$ cat config.mk
export PLATFORM = sky130hd
export DESIGN_NAME = rtc_bus_burst_master
export DESIGN_NICKNAME = d
export VERILOG_FILES = /design/src/rtl/rtc_bus_burst_master.sv
export SDC_FILE = /design/constraint.sdc
export NUM_CORES = 1
export LEC_CHECK = 0
export ABC_CLOCK_PERIOD_IN_PS = 6300
export CAP_MARGIN = 25
export CORE_ASPECT_RATIO = 0.5
export CORE_UTILIZATION = 28
export CTS_BUF_LIST = sky130_fd_sc_hd__clkbuf_8
export CTS_CLUSTER_SIZE = 30
export DETAILED_ROUTE_END_ITERATION = 8
export REMOVE_ABC_BUFFERS = 1
export SLEW_MARGIN = 15
export SYNTH_ARGS = -nofsm -noshare
export SYNTH_HDL_FRONTEND = slang
export SYNTH_SLANG_ARGS = --single-unit
$ cat constraint.sdc
create_clock -name clk -period 6.3 [get_ports clk]
set_clock_uncertainty 0.1 [all_clocks]
set_input_delay 0.63 -clock clk [delete_from_list [all_inputs] [get_ports clk]]
set_output_delay 0.63 -clock clk [all_outputs]
set_load 0.03 [all_outputs]
$ cat src/rtl/rtc_bus_burst_master.sv
// Multiplexed-bus burst master for the RTC chip, programmed through the PicoBlaze port window.
// Optional build macro RTC_BURST_AUTOINC_EN: when defined, the bus address advances by one after each beat.
//   state   | meaning
//   IDLE    | waiting for a start command
//   ADDR    | address phase, cs low, address driven
//   GAP_A   | strobes released between address and data
//   DATA    | data phase, wr or rd low
//   GAP_D   | strobes released after data, next beat or finish
//   DONE    | one-cycle completion pulse
module rtc_bus_burst_master #(
  parameter int          DATA_W       = 8,
  parameter int          PHASE_CYCLES = 4,
  parameter int          BURST_MAX    = 8,
  parameter logic [7:0]  BASE_PORT    = 8'h00
) (
  input  logic              clk,
  input  logic              reset,
  input  logic [7:0]        port_id,
  input  logic [DATA_W-1:0] in_dato,
  input  logic              write_strobe,
  input  logic              read_strobe,
  output logic [DATA_W-1:0] out_dato,
  output logic              reg_a_d,
  output logic              reg_cs,
  output logic              reg_rd,
  output logic              reg_wr,
  output logic [DATA_W-1:0] bus_o,
  output logic              bus_oe,
  input  logic [DATA_W-1:0] bus_i,
  output logic              busy,
  output logic              fin_lectura_escritura
);

  localparam int AW = (BURST_MAX > 1) ? $clog2(BURST_MAX) : 1;
  localparam int CW = (PHASE_CYCLES > 1) ? $clog2(PHASE_CYCLES) : 1;
  localparam logic [CW-1:0] PH_LOAD = CW'(PHASE_CYCLES - 1);
  localparam logic [AW:0]   LEN_MAX = (AW+1)'(BURST_MAX);
  localparam logic [AW:0]   LEN_ONE = (AW+1)'(1);

  localparam logic [7:0] PORT_ADDR = BASE_PORT;
  localparam logic [7:0] PORT_PUSH = BASE_PORT + 8'd1;
  localparam logic [7:0] PORT_LEN  = BASE_PORT + 8'd2;
  localparam logic [7:0] PORT_CMD  = BASE_PORT + 8'd3;
  localparam logic [7:0] PORT_DATA = BASE_PORT + 8'd4;
  localparam logic [7:0] PORT_STAT = BASE_PORT + 8'd5;

  localparam logic [2:0] S_IDLE  = 3'd0;
  localparam logic [2:0] S_ADDR  = 3'd1;
  localparam logic [2:0] S_GAP_A = 3'd2;
  localparam logic [2:0] S_DATA  = 3'd3;
  localparam logic [2:0] S_GAP_D = 3'd4;
  localparam logic [2:0] S_DONE  = 3'd5;

  logic [2:0]        state;
  logic [CW-1:0]     phase_cnt;
  logic [AW:0]       beats_left;
  logic [DATA_W-1:0] cur_addr;
  logic              is_write;
  logic [DATA_W-1:0] addr_q;
  logic [AW:0]       len_q;
  logic              err_q;

  logic [DATA_W-1:0] wmem [BURST_MAX];
  logic [AW-1:0]     wbuf_wp, wbuf_rp;
  logic [AW:0]       wbuf_cnt;
  logic [DATA_W-1:0] rmem [BURST_MAX];
  logic [AW-1:0]     rbuf_wp, rbuf_rp;
  logic [AW:0]       rbuf_cnt;

  logic wr_addr, wr_push, wr_len, wr_cmd, rd_pop, rd_stat;
  logic cmd_ok, cmd_err, phase_end, data_last, last_beat;
  logic wbuf_empty, wbuf_full, rbuf_empty, rbuf_full;
  logic wbuf_push, wbuf_pop, wbuf_flush, rbuf_push, rbuf_pop, rbuf_flush;
  logic push_err, pop_err, wbeat_err;

  assign wr_addr = write_strobe && (port_id == PORT_ADDR);
  assign wr_push = write_strobe && (port_id == PORT_PUSH);
  assign wr_len  = write_strobe && (port_id == PORT_LEN);
  assign wr_cmd  = write_strobe && (port_id == PORT_CMD);
  assign rd_pop  = read_strobe  && (port_id == PORT_DATA);
  assign rd_stat = read_strobe  && (port_id == PORT_STAT);

  assign busy      = (state == S_ADDR) || (state == S_GAP_A) ||
                     (state == S_DATA) || (state == S_GAP_D);
  assign cmd_ok    = wr_cmd && !busy;
  assign cmd_err   = wr_cmd && busy;
  assign phase_end = (phase_cnt == '0);
  assign data_last = (state == S_DATA) && phase_end;
  assign last_beat = (beats_left == LEN_ONE);

  assign wbuf_empty = (wbuf_cnt == '0);
  assign wbuf_full  = (wbuf_cnt == LEN_MAX);
  assign rbuf_empty = (rbuf_cnt == '0);
  assign rbuf_full  = (rbuf_cnt == LEN_MAX);

  assign wbuf_push  = wr_push && !wbuf_full;
  assign push_err   = wr_push && wbuf_full;
  assign wbuf_pop   = data_last && is_write && !wbuf_empty;
  assign wbeat_err  = data_last && is_write && wbuf_empty;
  assign wbuf_flush = (state == S_GAP_D) && last_beat && is_write;
  assign rbuf_push  = data_last && !is_write && !rbuf_full;
  assign rbuf_pop   = rd_pop && !rbuf_empty;
  assign pop_err    = rd_pop && rbuf_empty;
  assign rbuf_flush = cmd_ok && !in_dato[0];

  always_ff @(posedge clk or posedge reset) begin
    if (reset) begin
      state      <= S_IDLE;
      phase_cnt  <= '0;
      beats_left <= '0;
      cur_addr   <= '0;
      is_write   <= 1'b0;
    end else begin
      case (state)
        S_IDLE, S_DONE: begin
          if (cmd_ok) begin
            state      <= S_ADDR;
            phase_cnt  <= PH_LOAD;
            beats_left <= len_q;
            cur_addr   <= addr_q;
            is_write   <= in_dato[0];
          end else begin
            state <= S_IDLE;
          end
        end
        S_ADDR: begin
          if (phase_end) state <= S_GAP_A;
          else           phase_cnt <= phase_cnt - CW'(1);
        end
        S_GAP_A: begin
          state     <= S_DATA;
          phase_cnt <= PH_LOAD;
        end
        S_DATA: begin
          if (phase_end) state <= S_GAP_D;
          else           phase_cnt <= phase_cnt - CW'(1);
        end
        S_GAP_D: begin
          beats_left <= beats_left - LEN_ONE;
          phase_cnt  <= PH_LOAD;
`ifdef RTC_BURST_AUTOINC_EN
          cur_addr   <= cur_addr + DATA_W'(1);
`else
          cur_addr   <= cur_addr;
`endif
          state      <= last_beat ? S_DONE : S_ADDR;
        end
        default: state <= S_IDLE;
      endcase
    end
  end

  // Configuration registers; length is clamped to 1..BURST_MAX on write
  always_ff @(posedge clk or posedge reset) begin
    if (reset) begin
      addr_q <= '0;
      len_q  <= LEN_ONE;
    end else begin
      if (wr_addr) addr_q <= in_dato;
      if (wr_len) begin
        if (in_dato == '0)                      len_q <= LEN_ONE;
        else if (in_dato > DATA_W'(BURST_MAX))  len_q <= LEN_MAX;
        else                                    len_q <= in_dato[AW:0];
      end
    end
  end

  always_ff @(posedge clk or posedge reset) begin
    if (reset)                                         err_q <= 1'b0;
    else if (cmd_err || push_err || pop_err || wbeat_err) err_q <= 1'b1;
    else if (rd_stat)                                  err_q <= 1'b0;
  end

  always_ff @(posedge clk) begin
    if (wbuf_push) wmem[wbuf_wp] <= in_dato;
    if (rbuf_push) rmem[rbuf_wp] <= bus_i;
  end

  always_ff @(posedge clk or posedge reset) begin
    if (reset) begin
      wbuf_wp  <= '0;
      wbuf_rp  <= '0;
      wbuf_cnt <= '0;
    end else if (wbuf_flush) begin
      wbuf_wp  <= '0;
      wbuf_rp  <= '0;
      wbuf_cnt <= '0;
    end else begin
      if (wbuf_push) wbuf_wp <= wbuf_wp + AW'(1);
      if (wbuf_pop)  wbuf_rp <= wbuf_rp + AW'(1);
      wbuf_cnt <= wbuf_cnt + (AW+1)'(wbuf_push) - (AW+1)'(wbuf_pop);
    end
  end

  always_ff @(posedge clk or posedge reset) begin
    if (reset) begin
      rbuf_wp  <= '0;
      rbuf_rp  <= '0;
      rbuf_cnt <= '0;
    end else if (rbuf_flush) begin
      rbuf_wp  <= '0;
      rbuf_rp  <= '0;
      rbuf_cnt <= '0;
    end else begin
      if (rbuf_push) rbuf_wp <= rbuf_wp + AW'(1);
      if (rbuf_pop)  rbuf_rp <= rbuf_rp + AW'(1);
      rbuf_cnt <= rbuf_cnt + (AW+1)'(rbuf_push) - (AW+1)'(rbuf_pop);
    end
  end

  // Pads decode straight from state so reset releases them without waiting for a clock
  always_comb begin
    reg_cs  = 1'b1;
    reg_rd  = 1'b1;
    reg_wr  = 1'b1;
    reg_a_d = 1'b1;
    bus_oe  = 1'b0;
    bus_o   = '0;
    case (state)
      S_ADDR: begin
        reg_cs  = 1'b0;
        reg_a_d = 1'b0;
        bus_oe  = 1'b1;
        bus_o   = cur_addr;
      end
      S_DATA: begin
        reg_cs = 1'b0;
        if (is_write) begin
          reg_wr = 1'b0;
          bus_oe = 1'b1;
          bus_o  = wbuf_empty ? '0 : wmem[wbuf_rp];
        end else begin
          reg_rd = 1'b0;
        end
      end
      S_GAP_D: reg_a_d = last_beat;
      default: ;
    endcase
  end

  assign fin_lectura_escritura = (state == S_DONE);

  always_comb begin
    out_dato = '0;
    if (port_id == PORT_DATA)
      out_dato = rbuf_empty ? '0 : rmem[rbuf_rp];
    else if (port_id == PORT_STAT)
      out_dato = DATA_W'({err_q, rbuf_empty, wbuf_full, busy});
  end

endmodule

==> results.json <==
{
  "status": "finished clean",
  "holdWs_ps": 396,
  "ys_seq_elements": 179,
  "powerDensity_mw_per_mm2": 302,
  "grt_pass1_vias": 4587,
  "synth_simple_gate_area_share_pct": 9.26,
  "die_area_mm2": 0.0287,
  "start_util_pct": 29.1,
  "period_needed_ps": 3940,
  "post-route-period-util_pct": 62.5,
  "total_power_uw": 2790,
  "synth_edf_count": 128,
  "rsz0062_at_grt": "no",
  "grt_first_pass_wirelength_um": 25900,
  "cap_viol_max_count": 0,
  "gp_congestion": 0.754,
  "ctsHoldBuffers": 0,
  "synth_top_area_share_pct": 49.0,
  "drt.antenna.violating_nets": 0,
  "cts_tree": "done",
  "setup_viol": 0,
  "cts_root_buf": "clkbuf_8",
  "die_w_um": 239,
  "grt_max_degree": 52,
  "track_usage_pct": 12.1,
  "path_class": "in -> out",
  "ys_seq_area_share_pct": 65.4,
  "drtIter0Drc": 215,
  "synth.area.mux_share_pct": 14.5,
  "fp.coreArea_mm2": 0.0270,
  "cp.arrival_ps": 3210,
  "max_freq_mhz": 254,
  "setup_tns_ps": 0,
  "synthAdderAreaFrac_pct": 3.54,
  "p_leak_uw": 0.00320,
  "synth_warnings": 0,
  "clkLatencyLatePin_ps": 470,
  "ios": 51,
  "synthTopCellsByCount": "128 x edfxtp_1, 50 x dfrtp_1, 32 x mux4_2, 32 x nor2_1, 29 x nand2_1",
  "via_count": 4444,
  "critPathRequiredTime_ps": 5570,
  "cts_made_buffers": 17,
  "use_met2_pct": 21.0,
  "yosys-top-cells-area": "edfxtp_1 49%, dfrtp_1 16%, mux4_2 9.2%",
  "hpwl_um": 11300,
  "seq_area_mm2": 0.00512,
  "hold_violations": 0,
  "cp-end-kind": "primary output",
  "synth_top_cell_by_area": "edfxtp_1",
  "num-fill-cells": 2579,
  "route.detailed.drc": 0,
  "relSlewSlack_pct": 39.8,
  "ys_async_sr_fraction_pct": 28.5,
  "cts_buffer_depth": 2,
  "avgViaCountPerCell": 4.66,
  "antenna_found_initial": 1,
  "synth_cell_type_count": 54,
  "place_ws_ps": 2300,
  "synth_flop_cell": "edfxtp_1",
  "synthesis.instances": 510,
  "critPathLaunchType": "input pin",
  "floorplan.rows": 42,
  "num-nets-final": 615,
  "htree_levels": 4,
  "path_clk_slew_ps": 90,
  "vdd_drop_max_mv": 0.131,
  "syn-cell-area_mm2": 0.00784,
  "grt_util_met1_pct": 14.9,
  "top_usage_layer": "met2",
  "synthXorXnorAreaFrac_pct": 1.01,
  "routed_wl_um": 16600,
  "post_cts_buffers": 0,
  "port_buffers": 50,
  "dp.cells": 921,
  "layout-drive-gt1-share_pct": 19.2,
  "layout_setup_ws_ps": 2360,
  "avgSynthCellArea_um2": 15.4,
  "worstMarginPinSlew_ps": 900,
  "slew_violations": 0,
  "ctsResizeCount": 0,
  "final_cell_count_no_fill": 954,
  "die_h_um": 120,
  "overflow": 0,
  "met3_usage_pct": 2.17,
  "syn_to_final_growth_pct": 17.9,
  "clock-sinks": 179,
  "post_drt_wl_per_cell_um": 17.4,
  "multiInputGateArea_mm2": 0.00255,
  "yosysMostFrequentCell": "edfxtp_1",
  "hp-class": "reg -> reg",
  "synth_top_family_by_area": "multiplexers",
  "worstPathMaxFanout": 11,
  "dr.pass1.iters": 4,
  "synth-compound-area-share_pct": 3.91
}
[layout by cell type, fill, tap and decap left out, drive strengths merged, types with 6 or more instances in the layout]
cell / count
nand3: 7
a21oi: 10
mux2: 20
mux2i: 19
nor2b: 8
xnor2: 7
ha: 19
o21ai: 19
clkinv: 6
nor3: 14
nand2: 29
clkbuf: 17
nor2: 32
nor3b: 9
dfrtp: 50
or3: 7
clkdlybuf4s50: 50
inv: 29
buf: 9
edfxtp: 128
mux4: 32
[stage by stage]
| step | area (um^2) | utilization, % |
|---|---|---|
| 6_report | 9240 | 34.3 |
| 2_1_floorplan | 7740 | - |
| 3_5_place_dp | 8800 | 32.6 |
| 3_3_place_gp | 8800 | 32.6 |
| 4_1_cts | 9240 | 34.3 |
| 5_1_grt | 9240 | 34.3 |
[sequential cells by signal, indices dropped and copies added (netlist names), 4 cells and up]
register	flops
addr_q	8
wbuf_cnt	4
cur_addr	8
wmem	64
beats_left	4
rbuf_cnt	4
len_q	4
rmem	64
[critical path: stages]
cell and delay [ps]:
clkdlybuf4s50_1 420, or4_4 630, nor2_1 120, nand3_1 410, nor2_1 290, clkdlybuf4s50_1 700
[metal layers]
metal  vias up  wire [um]
met1      2301       7290
met2        69       8560
met4         0        300
li1       2047          -
met3        27        404
met5         -          0
[layout make-up]
cell class                      count  area share (%)
Antenna cell                        1          0.0271
Clock buffer                       17            2.53
Clock inverter                     15            2.22
Inverter                           25            1.02
Multi-Input combinational cell    284            27.6
Sequential cell                   179            55.4
Tap cell                          374            5.06
Timing Repair Buffer               59            6.15
[final timing paths]
path / startpoint / endpoint / slack [ps] / depth (start not counted)
max in group asynchronous: reset / addr_q[7]$_DFFE_PP0P_ / 5070 / 3
worst max-delay path: port_id[3] / out_dato[7] / 2360 / 6
worst max register to register: phase_cnt[0]$_DFFE_PP0P_ / rmem[2][1]$_DFFE_PP_ / 3000 / 6
worst min register to register: len_q[2]$_DFFE_PP0P_ / len_q[2]$_DFFE_PP0P_ / 400 / 2
min in group asynchronous: reset / wbuf_cnt[2]$_DFF_PP0_ / 550 / 3
worst min-delay path: len_q[2]$_DFFE_PP0P_ / len_q[2]$_DFFE_PP0P_ / 400 / 2
[power by group]
| group | internal, uW | total, uW | switching [uW] |
|---|---|---|---|
| clock network | 437 | 864 | 427 |
| registers | 1340 | 1420 | 77.2 |
| logic | 236 | 514 | 278 |
| total | 2010 | 2790 | 783 |
[cell families after synthesis]
group           count (synthesis)
mux                            71
flops                         179
simple gates                  134
xor+xnor                        9
compound gates                 49
fa+ha+maj                      21
buf+inv                        47
(Power assumes the default switching activity.)
==> patch, RTL diff (same settings) <==
Add a define of `RTC_BURST_AUTOINC_EN`.
--- a/src/rtl/rtc_bus_burst_master.sv
+++ b/src/rtl/rtc_bus_burst_master.sv
@@ -8,4 +8,6 @@
 //   GAP_D   | strobes released after data, next beat or finish
 //   DONE    | one-cycle completion pulse
+`define RTC_BURST_AUTOINC_EN
+
 module rtc_bus_burst_master #(
   parameter int          DATA_W       = 8,
Check against the original RTL: same outputs for any inputs over 10 cycles, from zero or initial values and one cycle with reset high; that may be too few to reach the edited logic, so the function may still have changed.
==> patch against the unedited design <==
  * Wire length grew 1.4%
  * Total power shrank 11%
  * Cell area grew 0.34%
  * Sequential cell count is the same
  * Critical path depth is the same
  * Largest cell class unchanged
  * Critical endpoint is now out_dato[3]
  * Utilization shrank 0.88 points
  * Synthesized area grew 0.99%
  * Worst setup slack lost 0.11 ns
  * Global-route usage grew 0.17 points
==> patch: results (changes against the unedited design) <==
stage;metric;value;unit;change
run_status;status;finished, final reports clean;;
timing;Slew HR;34.1;%;-5.7 points
yosys;EDFF count, synth;128;;unchanged
route;DR vias;4595;;+3.4%
route;DRT met1 WL;7650;µm;+4.9%
route;Pre-antenna DRT Iters;5;;+1
yosys;post-synthesis sequential area ratio;64.7;%;-0.64 points
yosys;Top FF cell, synth;edfxtp_1;;
grt;M2 GR Usage;20.8;%;-0.17 points
power_and_ir_drop;Pint;1.87;mW;-6.9%
power_and_ir_drop;Power, Total;2.49;mW;-11%
power_and_ir_drop;Gate power share;13.4;%;-5.0 points
grt;GRT Total Usage;12.3;%;+0.17 points
grt;routing usage on met3;2.73;%;+0.56 points
route;met2 WL;8310;µm;-2.9%
yosys;post-synth cell types;60;;+11%
yosys;dominant cells by area after synthesis;edfxtp_1 (49%), dfrtp_1 (16%), mux4_2 (9.1%);;
finish;# fillers;2751;;+6.7%
place;dpl cells;945;;+2.6%
grt;number of global-route vias before repair;4794;;+4.5%
grt;initial antenna violation count;0;;-1
route;drt initial violations;234;;+8.8%
power_and_ir_drop;Worst VDD drop;0.126;mV;-3.9%
yosys;list of most frequent post-synthesis cells;edfxtp_1 (128), dfrtp_1 (50), nor2_1 (45), nand2_1 (43), mux4_2 (32);;
yosys;Syn Inst Count;528;;+3.5%
grt;global-route wire length before repair;26700;µm;+3.2%
finish;Final nets;633;;+2.9%
power_and_ir_drop;Leakage;3.26;nW;+2.0%
power_and_ir_drop;Psw;0.617;mW;-21%
finish;layout cells sized above 1;15.9;%;-3.2 points
worst_setup_path;worst-path maximum fanout;9;;-2
power_and_ir_drop;Clock Power Share;32.2;%;+1.3 points
finish;antenna fix cells;0;;-1
route;met3 wire len;650;µm;+61%
==> patch: cell count changes in the layout (fill, tap and decap cells not counted), sizes merged, moves of 5 or more <==
cell / unedited run / this run
nor2: 32 / 45
nand2: 29 / 43
or3: 7 / 1
o21ai: 19 / 12
nor3b: 9 / 4
mux2i: 19 / 14
mux2: 20 / 8
a22oi: 1 / 8
==> patch: worst max-delay path: stages <==
cell and delay [ns]:
clkdlybuf4s50_1 0.62, or4b_1 0.63, nor2_1 0.16, nand2_1 0.31
o21ai_0 0.27, clkdlybuf4s50_1 0.69
==> patch: final timing paths <==
kind | start | to | slack, ns | depth (start not counted)
max | port_id[1] | out_dato[3] | 2.25 | 6
min | len_q[2] | len_q[2] | 0.41 | 2
max reg2reg | phase_cnt[0] | rmem[3][2] | 3.35 | 6
min reg2reg | len_q[2] | len_q[2] | 0.41 | 2
max in group asynchronous | reset | wbuf_rp[0] | 5.07 | 3
min in group asynchronous | reset | rbuf_rp[1] | 0.55 | 3
==> patch: layout make-up <==
cell class                      instances  area share [%]
Sequential cell                       179            55.2
Multi-Input combinational cell        305            28.3
Timing Repair Buffer                   56            5.96
Tap cell                              382            5.15
Clock buffer                           20            2.97
Clock inverter                         12            1.38
Inverter                               24           0.971
==> patch: stage by stage <==
step                instance area [µm²]  setup slack (ns)
finish                             9270              2.25
global route                       9270              2.09
CTS                                9260              2.23
detailed placement                 8860              2.23
global placement                   8860              2.29
floorplan                          7830              3.31
==> patch: cell families (layout without fill, tap and decap cells) <==
logic type,count (synthesis),in the layout,synth area share [%]
DFF,179,179,64.7
and+or+nand+nor,160,160,11.0
AOI/OAI and AO/OA,57,57,5.04
muxes,54,54,12.0
buffers and inverters,44,112,2.20
adders and majority gates,22,22,3.67
xor gates and xnor gates,12,12,1.33
